File: src/rtl/gray_pkg.sv
// Shared definitions for the Gray-coded position link receive path:
// step-direction codes and the decoder's tracking state encoding.
package gray_pkg;

    localparam logic [1:0] DIR_HOLD = 2'b00;
    localparam logic [1:0] DIR_UP   = 2'b01;
    localparam logic [1:0] DIR_DOWN = 2'b10;
    localparam logic [1:0] DIR_BAD  = 2'b11;

    typedef enum logic {
        ST_NOPREV = 1'b0,
        ST_TRACK  = 1'b1
    } state_t;

endpackage

File: src/rtl/gray_stream_decoder_if.sv
// Valid/ready stream bundle for the Gray decoder: Gray words in, binary
// value plus step classification and error count out.
interface gray_stream_decoder_if #(
    parameter int WIDTH = 3,
    parameter int ERRW  = 8
);
    logic             in_valid;
    logic             in_ready;
    logic [WIDTH-1:0] in_gray;
    logic             out_valid;
    logic             out_ready;
    logic [WIDTH-1:0] out_bin;
    logic [1:0]       out_dir;
    logic             out_step_err;
    logic [ERRW-1:0]  err_count;

    // master: Gray source plus binary consumer; slave: the decoder.
    modport master (
        output in_valid, in_gray, out_ready,
        input  in_ready, out_valid, out_bin, out_dir, out_step_err, err_count
    );

    modport slave (
        input  in_valid, in_gray, out_ready,
        output in_ready, out_valid, out_bin, out_dir, out_step_err, err_count
    );
endinterface

File: src/rtl/gray_to_bin.sv
// Combinational Gray-to-binary converter; each binary bit is the XOR of
// all Gray bits at or above its position.
module gray_to_bin #(
    parameter int WIDTH = 3
) (
    input  logic [WIDTH-1:0] gray,
    output logic [WIDTH-1:0] bin
);

    // Prefix-XOR form avoids a bit-to-bit chain on the same vector.
    for (genvar gi = 0; gi < WIDTH; gi++) begin : g_bit
        assign bin[gi] = ^gray[WIDTH-1:gi];
    end

endmodule

File: src/rtl/gray_stream_decoder.sv
// Registered Gray-to-binary stream decoder that classifies each accepted
// step against the previous word and counts illegal steps (saturating).
module gray_stream_decoder
    import gray_pkg::*;
#(
    parameter int WIDTH = 3,
    parameter int ERRW  = 8
) (
    input  logic                 clk,
    input  logic                 rst_n,
    gray_stream_decoder_if.slave bus
);

    localparam logic [WIDTH-1:0] STEP_ONE = WIDTH'(1);
    localparam logic [WIDTH-1:0] STEP_NEG = '1;
    localparam logic [ERRW-1:0]  ERR_MAX  = '1;

    state_t           state_reg, state_next;
    logic [WIDTH-1:0] prev_bin_reg, prev_bin_next;
    logic [WIDTH-1:0] out_bin_reg, out_bin_next;
    logic [1:0]       out_dir_reg, out_dir_next;
    logic             out_step_err_reg, out_step_err_next;
    logic             out_valid_reg, out_valid_next;
    logic [ERRW-1:0]  err_count_reg, err_count_next;

    logic [WIDTH-1:0] dec_bin;
    logic [WIDTH-1:0] step;
    logic             in_ready;
    logic             accept;
    logic             illegal;

    gray_to_bin #(.WIDTH(WIDTH)) u_gray_to_bin (
        .gray (bus.in_gray),
        .bin  (dec_bin)
    );

    // A held word blocks input unless it drains on this same edge.
    assign in_ready = !out_valid_reg || bus.out_ready;
    assign accept   = bus.in_valid && in_ready;
    assign step     = dec_bin - prev_bin_reg;

    always_comb begin
        state_next        = state_reg;
        prev_bin_next     = prev_bin_reg;
        out_bin_next      = out_bin_reg;
        out_dir_next      = out_dir_reg;
        out_step_err_next = out_step_err_reg;
        out_valid_next    = out_valid_reg;
        err_count_next    = err_count_reg;
        illegal           = 1'b0;

        if (accept) begin
            state_next     = ST_TRACK;
            prev_bin_next  = dec_bin;
            out_bin_next   = dec_bin;
            out_valid_next = 1'b1;
            case (state_reg)
                ST_NOPREV: begin
                    out_dir_next      = DIR_BAD;
                    out_step_err_next = 1'b0;
                end
                ST_TRACK: begin
                    out_step_err_next = 1'b0;
                    if (step == '0) begin
                        out_dir_next = DIR_HOLD;
                    end else if (step == STEP_ONE) begin
                        out_dir_next = DIR_UP;
                    end else if (step == STEP_NEG) begin
                        out_dir_next = DIR_DOWN;
                    end else begin
                        out_dir_next      = DIR_BAD;
                        out_step_err_next = 1'b1;
                        illegal           = 1'b1;
                    end
                end
                default: begin
                    out_dir_next      = DIR_BAD;
                    out_step_err_next = 1'b0;
                end
            endcase
        end else if (bus.out_ready) begin
            out_valid_next = 1'b0;
        end

        if (illegal && (err_count_reg != ERR_MAX)) begin
            err_count_next = err_count_reg + ERRW'(1);
        end
    end

    always_ff @(posedge clk or negedge rst_n) begin
        if (!rst_n) begin
            state_reg        <= ST_NOPREV;
            prev_bin_reg     <= '0;
            out_bin_reg      <= '0;
            out_dir_reg      <= DIR_HOLD;
            out_step_err_reg <= 1'b0;
            out_valid_reg    <= 1'b0;
            err_count_reg    <= '0;
        end else begin
            state_reg        <= state_next;
            prev_bin_reg     <= prev_bin_next;
            out_bin_reg      <= out_bin_next;
            out_dir_reg      <= out_dir_next;
            out_step_err_reg <= out_step_err_next;
            out_valid_reg    <= out_valid_next;
            err_count_reg    <= err_count_next;
        end
    end

    assign bus.in_ready     = in_ready;
    assign bus.out_valid    = out_valid_reg;
    assign bus.out_bin      = out_bin_reg;
    assign bus.out_dir      = out_dir_reg;
    assign bus.out_step_err = out_step_err_reg;
    assign bus.err_count    = err_count_reg;

endmodule

File: src/flat_wrapper.sv
// flat-port wrapper written by rule: the top's interface ports become plain ports
module gray_stream_decoder_flat import gray_pkg::*;
#(
    parameter int WIDTH = 3,
    parameter int ERRW  = 8
)
  (clk, rst_n, bus_in_valid, bus_in_gray, bus_out_ready, bus_in_ready, bus_out_valid, bus_out_bin, bus_out_dir, bus_out_step_err, bus_err_count);
  gray_stream_decoder_if #(.WIDTH(WIDTH), .ERRW(ERRW)) bus_i ();
  input  logic clk;
  input  logic rst_n;
  input wire logic [$bits(bus_i.in_valid)-1:0] bus_in_valid;
  input wire logic [$bits(bus_i.in_gray)-1:0] bus_in_gray;
  input wire logic [$bits(bus_i.out_ready)-1:0] bus_out_ready;
  output wire logic [$bits(bus_i.in_ready)-1:0] bus_in_ready;
  output wire logic [$bits(bus_i.out_valid)-1:0] bus_out_valid;
  output wire logic [$bits(bus_i.out_bin)-1:0] bus_out_bin;
  output wire logic [$bits(bus_i.out_dir)-1:0] bus_out_dir;
  output wire logic [$bits(bus_i.out_step_err)-1:0] bus_out_step_err;
  output wire logic [$bits(bus_i.err_count)-1:0] bus_err_count;
  assign bus_i.in_valid = bus_in_valid;
  assign bus_i.in_gray = bus_in_gray;
  assign bus_i.out_ready = bus_out_ready;
  assign bus_in_ready = bus_i.in_ready;
  assign bus_out_valid = bus_i.out_valid;
  assign bus_out_bin = bus_i.out_bin;
  assign bus_out_dir = bus_i.out_dir;
  assign bus_out_step_err = bus_i.out_step_err;
  assign bus_err_count = bus_i.err_count;
  gray_stream_decoder #(.WIDTH(WIDTH), .ERRW(ERRW)) u_core (.clk(clk), .rst_n(rst_n), .bus(bus_i));
endmodule
File: config.mk
export PLATFORM = sky130hd
export DESIGN_NAME = gray_stream_decoder_flat
export DESIGN_NICKNAME = d
export VERILOG_FILES = /design/src/rtl/gray_pkg.sv /design/src/rtl/gray_stream_decoder_if.sv /design/src/rtl/gray_to_bin.sv /design/src/rtl/gray_stream_decoder.sv /design/src/flat_wrapper.sv
export SDC_FILE = /design/constraint.sdc
export NUM_CORES = 1
export LEC_CHECK = 0
export ABC_AREA = 1
export BUFFER_PORTS_ARGS = -buffer_cell sky130_fd_sc_hd__buf_2
export CAP_MARGIN = 10
export CORE_ASPECT_RATIO = 0.7
export CORE_UTILIZATION = 50
export DETAILED_ROUTE_END_ITERATION = 10
export PLACE_DENSITY_LB_ADDON = 0.25
export SETUP_SLACK_MARGIN = 0.1
export SKIP_CTS_REPAIR_TIMING = 1
export SYNTH_ARGS = -nofsm -noshare
export SYNTH_HDL_FRONTEND = slang
export SYNTH_SLANG_ARGS = --single-unit
File: constraint.sdc
create_clock -name clk -period 3.4 [get_ports clk]
set_input_delay 0.17 -clock clk [delete_from_list [all_inputs] [get_ports clk]]
set_output_delay 0.17 -clock clk [all_outputs]
set_load 0.02 [all_outputs]
Word-level counts from Yosys, hierarchy flattened:

Cells that the tools add are included.

* flip-flop bits (word level): 16
* output and inout port bits: 16
* logic and storage cells: 32

* $add $sub $neg: 2
* equality and inequality tests: 3
* bitwise operators: 1
* multiplexer cells: 12
* reductions and logical operators: 8

Operators by type and width (count)
* 8-bit by 1-bit adder with 8-bit output (second input constant): 1
* 1-bit 2-to-1 mux: 8
* 8-bit inequality test (second input constant): 1
* 2-bit 2-to-1 mux: 2
* 2-bit case mux with 2 select lines: 1
* 3-bit by 1-bit == test with 1-bit output (second input constant): 1
* 3-bit == test (second input constant): 1
* 3-bit logical NOT: 1
* 3-bit XOR reduction: 1
* 3-bit subtractor: 1
* 1-bit logical AND: 2
* 1-bit case mux with 2 select lines: 1
* 2-bit nonzero test: 1
* 2-bit XOR reduction: 1
* 1-bit logical NOT: 1
* 1-bit logical OR: 1
* 1-bit NOT: 1

Longest topological paths before layout:

Gate-level depths: netlist of run 1.

* depth in word-level cells: 9
* mapped depth: 14
* depth with buffers taken out: 14

By module:

Synthesis of run 1 repeated with hierarchy kept, for this count alone.

* cell total of the unflattened synthesis: 117
* area total of the unflattened synthesis: 1033.5 um2

Modules (own cells, without submodules)
* gray_stream_decoder: times used 1, sequential area each 400.4 um2, cells each 105, area an instance 982.2 um2
* gray_to_bin: times used 1, sequential area each 0.0 um2, cells each 12, area an instance 51.3 um2

Worst setup path after synthesis of run 1:

No wires, ideal clock.

* path type: input to register
* from: in bus_in_gray[1]
* to: reg u_core.err_count_reg[7], in the netlist u_core.bus.err_count[7]
* required time: 3282 ps
* path slack: 1453 ps
* arrival time: 1829 ps
* cell stages on the path: 13
* cells stage by stage: xor2_2 xnor2_1 ha_1 inv_1 fa_1 inv_1 nand2_1 nand2_1 nand2_1 nand3_1 nand4_2 nand2_1 nand2_1

* word-level cells in the longest chain between the ends: 9
* elaborated cells on any way between the ends: 12
* those cells by class: add/sub: 1; eq/ne: 2; mux: 5; reduce/logical: 4

RTL lines
* start: declaration: line flat_wrapper.sv:12 `input wire logic [$bits(bus_i.in_gray)-1:0] bus_in_gray;`
* 3-bit XOR reduction / 2-bit XOR reduction (equally long branches): line gray_to_bin.sv:12 `assign bin[gi] = ^gray[WIDTH-1:gi];`
* 3-bit subtractor (*): line gray_stream_decoder.sv:40 `assign step = dec_bin - prev_bin_reg;`
* 3-bit == test: line gray_stream_decoder.sv:68 `end else if (step == STEP_NEG) begin`
* 1-bit 2-to-1 mux: line gray_stream_decoder.sv:68
* 1-bit 2-to-1 mux: line gray_stream_decoder.sv:66 `end else if (step == STEP_ONE) begin`
* 1-bit 2-to-1 mux (*): line gray_stream_decoder.sv:64 `if (step == '0) begin`
* 1-bit 2-to-1 mux (*): line gray_stream_decoder.sv:57 `case (state_reg)`
* 1-bit 2-to-1 mux (*): line gray_stream_decoder.sv:52 `if (accept) begin`
* 1-bit logical AND (*): line gray_stream_decoder.sv:85 `if (illegal && (err_count_reg != ERR_MAX)) begin`
* end signal: assignment: line gray_stream_decoder.sv:106 `err_count_reg <= err_count_next;`
* end: declaration: line gray_stream_decoder.sv:24 `logic [ERRW-1:0] err_count_reg, err_count_next;`

Every way passes the cells marked *; elsewhere a longest branch is shown, timed or not.
A chain may end at the register's enable or synchronous reset.

Worst setup path after layout of run 1:

* from: in bus_in_gray[2]
* to: reg u_core.err_count_reg[7], in the netlist u_core.bus.err_count[7]

* word-level cells in the longest chain between the ends: 9
* elaborated cells on any way between the ends: 12
* those cells by class: add/sub: 1; eq/ne: 2; mux: 5; reduce/logical: 4

RTL lines
* 2-bit XOR reduction (*): line gray_to_bin.sv:12
* net u_core.dec_bin[1]: line gray_stream_decoder.sv:26 `logic [WIDTH-1:0] dec_bin;`
* 3-bit subtractor (*): line gray_stream_decoder.sv:40
* 3-bit == test: line gray_stream_decoder.sv:68
* 1-bit 2-to-1 mux: line gray_stream_decoder.sv:68
* 1-bit 2-to-1 mux: line gray_stream_decoder.sv:66
* 1-bit 2-to-1 mux (*): line gray_stream_decoder.sv:64
* 1-bit 2-to-1 mux (*): line gray_stream_decoder.sv:57
* 1-bit 2-to-1 mux (*): line gray_stream_decoder.sv:52
* 1-bit logical AND (*): line gray_stream_decoder.sv:85

The timed path passes the listed nets; every way through them passes the cells marked *.

==> impl_results.md, run 1 <==
- Status: finished, final reports clean
- All-Layer GR Usage: around a fifth
- Worst-Skew Late Latency: about 0.28 ns
- Initial core utilization: 56.9%
- Placed cells: around 150
- N_diodes: 0
- DR vias/cell: about 4.8
- Initial antenna violation count: 0
- Synth Instances: 111
- Relative slew slack: between 70% and 80%
- Multiplexer area fraction after synthesis: 0%
- Most used cell, CP: nand2_1
- Root buffer cell: clkbuf_4
- First-pass GRT wire length: 2.93 mm
- Buffers & Inverters on Critical Path: 3
- FP Rows: 12
- Area Growth Syn to Fin: 17.6%
- CTS buffer count: 3
- Area of the core: 1680 µm²
- RSZ-0062 raised after global routing: false
- Simple-gate area share of the yosys netlist: approximately 36%
- Met3 Use GR: 8.63%
- Critical path cell sequence: buf_2 > xor2_2 > xnor2_1 > ha_1 > inv_1 > fa_1 > inv_1 > nand2_1 > nand2_1 > nand2_1 > nand3_1 > nand4_2 > nand2_1 > nand2_1
- Commonest non-fill, non-tap cell in the layout: nand2_1
- Yosys warns: 0
- Setup-failing EPs final: 0
- Syn_area_per_cell: 8.62 µm²
- DR pass1 iterations: 4
- Fin nets: 149
- Max-slew violations: 0
- Psw: 303 µW
- DIE AREA: 2100 µm²
- Switching share of power: 44.0%
- Clock group share of total power: approximately 14%
- Hold Path Stages: 4
- Sequential share of the synthesized area: 41.8%
- Combinational power share: about 45%
- Largest cells by area after synthesis: dfrtp_1 42%, nand2_1 14%, nand3_1 5.2%, xor2_1 4.6%, inv_1 4.3%
- GR met1 Demand/Resource: 29.1%
- Worst hold path type: input port to flip-flop
- Cells on worst reg2reg path: 11
- Slowest Stage Delay on Critical Path: approximately 0.4 ns
- Xor/xnor share of the synthesized area: under 10%
- HPWL after detailed placement: 1.50 mm
- RD Place Congestion: 0.783
- Max Cap Viol: 0
- Worst Setup End Kind: flip-flop
- Routing usage on met2: a little under a third
- Initial DRC Count: 10
- VDD IR max: approximately 370 µV
- Worst Path Arrival: ~2.2 ns
- Fin crit period: between 2 and 2.5 ns
- Largest family of logic cells by synthesized area: simple AND/OR/NAND/NOR gates
- Adder-cell area share of the yosys netlist: around 4.7%
- Clock Sinks: 16
- Die Ht: 38.6 µm
- Layout cells sized above 1: 29.9%
- PD cells: just over 600 nW/µm²
- Yosys reg bits: 16
- Vias in the first global route: 651
- Post-Synthesis Cell Area: 957 µm²
- Fillcell total: 148
- Drt wl/cell: 11.8 µm
- WS Path Type: input port to flip-flop
- Int Power: 385 µW
- Largest register FFs: 8
- Top delay family on crit path: simple AND/OR/NAND/NOR gates
- Post-Route WL: 1.86 mm
- I/O pin cnt: 23
- CTS tree: done
- Layout Cells excl Fill: ~160
- Compound-Gate Fraction of Synth Area: 3.14%
- DRC viols: 0
- CP Depth: 14
- Vias: between 700 and 800
- Max Root-Sink Buffers: 2
- Crit-path max FO: 8
- Clk_skew: 0.00500 ns
- Register share of total power: 40.9%
- Number of port buffers: 22
- F_max: 492 MHz
- Setup tns final: 0 ns
- Final Hold Viols: 0
- Most Crowded Layer GR: met2
- Yosys top cell area share: 41.8%
- Reg area: 400 µm²
- Distinct cells, synth: 23
- CTS H-tree lvls: 1
- Measured slew at the worst slew-check pin: between 0.3 and 0.4 ns
- Critical Path RT: 3.57 ns
- GRT overflow: 0
- Worst-path clk slew: 0.09 ns
- Mapped Nets: about 120
- Most frequent cells in the layout: 35 x nand2_1, 22 x buf_2, 16 x dfrtp_1
- Area taken by multi-input logic gates: ~500 µm²
- Slowest cell on crit path: fa_1
- Die Span X: 54.3 µm
- Leakage: between 0.6 and 0.7 nW
- Ratio of final minimum period to clock period: 59.8%
- Largest net degree at the start of global routing: 17
- Antenna viol nets, final: 0
- Startpoint Class: input port
- Largest area contributor in the netlist: dfrtp_1
## synth_stat cells (all sizes together)
library cell,n
nand2,39
dfrtp,16
inv,15
nand3,12
nor2,7
xor2,6
o21ai,5
nand4,4
ha,2
xnor2,2
a21oi,1
fa,1
nor3,1
## cells by family after synthesis
logic type	Yosys count
flops	16
simple gates	63
xor+xnor	8
fa+ha+maj	3
compound gates	6
buf+inv	15
## cell type report
type | instances | share of cell area, %
clock buffers | 3 | 2.00
repair buffers | 23 | 10.7
well taps | 21 | 2.33
multi-input cells | 80 | 44.4
inverters | 15 | 5.00
flip-flops and latches | 16 | 35.6
## layer usage
metal	part of all wire, %	vias to the layer above
met3	5.3	4
met5	0	-
met1	51	335
met4	1.7	0
met2	42	20
li1	-	405
## final timing paths
| kind | startpoint | to | slack (ns) |
|---|---|---|---|
| max in group asynchronous | rst_n | u_core.bus.out_bin[2] | 2.81 |
| worst min register to register | u_core.state_reg | u_core.state_reg | 0.47 |
| worst min-delay path | bus_out_ready | u_core.bus.out_valid | 0.15 |
| min in group asynchronous | rst_n | u_core.bus.err_count[3] | 0.32 |
| worst max-delay path | bus_in_gray[2] | u_core.bus.err_count[7] | 1.37 |
| worst max register to register | u_core.bus.out_bin[0] | u_core.bus.err_count[7] | 1.45 |
## stage by stage
| stage | hold slack (ns) | setup slack, ns | util (%) | cell area (µm²) | total power [mW] |
|---|---|---|---|---|---|
| floorplan | -0.126 | 1.45 | - | 957 | 0.500 |
| global placement | 0.0956 | 1.20 | 65.0 | 1090 | 0.583 |
| detailed placement | 0.105 | 1.07 | 65.0 | 1090 | 0.592 |
| CTS | -0.206 | 1.38 | 66.4 | 1120 | 0.690 |
| global route | 0.164 | 1.16 | 67.0 | 1130 | 0.738 |
| finish | 0.150 | 1.37 | 67.0 | 1130 | 0.687 |
## worst register-to-register path: cells and delay by family (launching register included)
kind	cells	cell delay [ns]
simple gates	7	0.74
buf+inv	2	0.15
fa+ha+maj	2	0.56
flops	1	0.39
## power groups by stage
stage	Sequential, mW	Combinational [mW]	Clock (mW)
final	0.281	0.310	0.0965
after global routing	0.289	0.341	0.109
after CTS	0.280	0.311	0.0997
after detailed placement	0.283	0.309	0
after global placement	0.281	0.302	0
after floorplan	0.335	0.165	0
(Power assumes the default switching activity.)
==> run 2: changes to the inputs <==
clock period = 2.13 ns   (was 3.4 ns; I/O delays follow)
==> run 2 against run 1 <==
Effect of this change: hold slack got worse by 0.065 ns; first-iteration DRC count rose by 30%; via count rose by 1.6%; final cell count rose by 1.3%; largest cell class unchanged; global-route usage fell by 0.32 points; worst setup slack got worse by 1.1 ns; combinational power rose by 64%; cell area rose by 2.6%; non-clock buffer count rose by 2; count of clock-buffer cells in the layout did not move.
==> impl_results.md, run 2 (same netlist as run 1, synthesis figures left out) <==
- I/O pin cnt: 23
- Status: finished, final reports clean
- CTS tree: done
- Area Growth Syn to Fin: 20.7%
- Antenna viol nets, final: 0
- DR pass1 iterations: 4
- Hold slack final: 0.0844 ns
- Die Span X: 54.3 µm
- Slowest Stage Delay on Critical Path: between 0.4 and 0.5 ns
- WS Path Type: flip-flop to flip-flop
- Cells on worst reg2reg path: 12
- All-Layer GR Usage: a little over a fifth
- Area taken by multi-input logic gates: 514 µm²
- Largest net degree at the start of global routing: 17
- Crit-path max FO: 8
- Worst Setup End Kind: flip-flop
- HPWL after detailed placement: 1.44 mm
- Crit path launch: u_core.bus.out_bin[0]
- Drt wl/cell: 11.8 µm
- FF-to-FF End: u_core.bus.err_count[3]
- F_max: 523 MHz
- Ratio of final minimum period to clock period: 89.7%
- Number of port buffers: 22
- PD cells: 964 nW/µm²
- Fin crit period: between 1.5 and 2 ns
- Fillcell total: 148
- RSZ-0062 raised after global routing: false
- CTS buffer count: 3
- Clk_skew: 0.000779 ns
- DRC viols: 0
- VDD IR max: 735 µV
- Vias in the first global route: 640
- Area of the core: 1680 µm²
- Design Power: 1.11 mW
- GRT overflow: 0
- Placed cells: 156
- R2R Setup Slk: approximately 0.22 ns
- Measured slew at the worst slew-check pin: 0.362 ns
- N_diodes: 0
- Worst-Skew Late Latency: 0.28 ns
- Clock group share of total power: 14.1%
- Worst hold path type: input port to flip-flop
- Die Ht: between 30 and 40 µm
- Clock Sinks: 16
- Register share of total power: 40.2%
- CTS H-tree lvls: 1
- Initial DRC Count: 13
- Setup WS post-layout: roughly 0.22 ns
- Buffers & Inverters on Critical Path: 3
- Initial core utilization: 56.9%
- Slowest cell on crit path: fa_1
- Combinational power share: 45.7%
- Max-slew violations: 0
- RD Place Congestion: 0.776
- Root buffer cell: clkbuf_4
- Initial antenna violation count: 0
- Largest register FFs: 8
- Layout cells sized above 1: roughly a third
- Int Power: 621 µW
- Setup-failing EPs final: 0
- Startpoint Class: flip-flop
- Switching share of power: between 40% and 50%
- Design Area, Final: 1150 µm²
- Reg area: 400 µm²
- Max Cap Viol: 0
- Critical path cell sequence: ha_1 > inv_1 > fa_1 > inv_1 > nand2_1 > nand2_1 > nand2_1 > nand3_2 > inv_2 > nor2_8 > nand3_1 > nand2_1
- Setup tns final: 0 ns
- DR vias/cell: 4.85
- Final Hold Viols: 0
- Psw: 492 µW
- Layout Cells excl Fill: 160
- Worst Path Arrival: around 2.1 ns
- Vias: ~780
- Commonest non-fill, non-tap cell in the layout: nand2_1
- Placement Setup Slack: -0.0606 ns
- Relative slew slack: around 76%
- Max Root-Sink Buffers: 2
- Top delay family on crit path: simple AND/OR/NAND/NOR gates
- FP Rows: 12
- Post-Route WL: approximately 1.9 mm
- Leakage: ~0.65 nW
- Worst-path clk slew: 0.09 ns
- Critical Path RT: 2.36 ns
- Dpl cell area: 1110 µm²
- CP Depth: 12
- DIE AREA: between 2000 and 2500 µm²
- Core Util, Final: 68.7%
- Most frequent cells in the layout: 35 x nand2_1, 22 x buf_2, 16 x dfrtp_1
- Fin nets: 151
- First-pass GRT wire length: around 3 mm
- R2R Path Start: u_core.bus.out_bin[0]
- Most used cell, CP: nand2_1
- Setup crit end: u_core.bus.err_count[3]
## run 2: worst min-delay path by stage
stage,start,slack [ns],to,depth (start not counted)
CTS,rst_n,-0.27,u_core.bus.err_count[2],1
global placement,rst_n,0.03,u_core.bus.err_count[3],1
floorplan,rst_n,-0.19,u_core.bus.err_count[0],0
detailed placement,rst_n,0.04,u_core.bus.out_valid,1
global route,bus_out_ready,0.1,u_core.bus.out_valid,4
finish,bus_out_ready,0.08,u_core.bus.out_valid,4
## run 2: tightest hold or removal path, cell delays in order
cell	delay, ns
buf_2	0.08
inv_2	0.03
nand2_4	0.06
nand2_1	0.05
## run 2: cell type report
class | instances | share of cell area, %
inverter | 15 | 4.88
tap | 21 | 2.28
clock buffer | 3 | 1.95
sequential | 16 | 34.7
multi-input combinational | 80 | 44.5
timing repair buffer | 25 | 11.7
## run 2: power groups by stage
stage | Sequential [mW] | Combinational (mW) | Clock, mW
after global routing | 0.460 | 0.564 | 0.176
after detailed placement | 0.452 | 0.493 | 0
after CTS | 0.446 | 0.496 | 0.157
final | 0.448 | 0.509 | 0.157
after floorplan | 0.535 | 0.264 | 0
after global placement | 0.448 | 0.486 | 0
## run 2: metal layers
layer,GRT usage (%),vias to the layer above,routed length [µm]
li1,-,408,-
met1,29.9,347,992
met2,29.6,17,777
met3,8.24,4,101
met4,3.85,0,13
met5,0,-,0
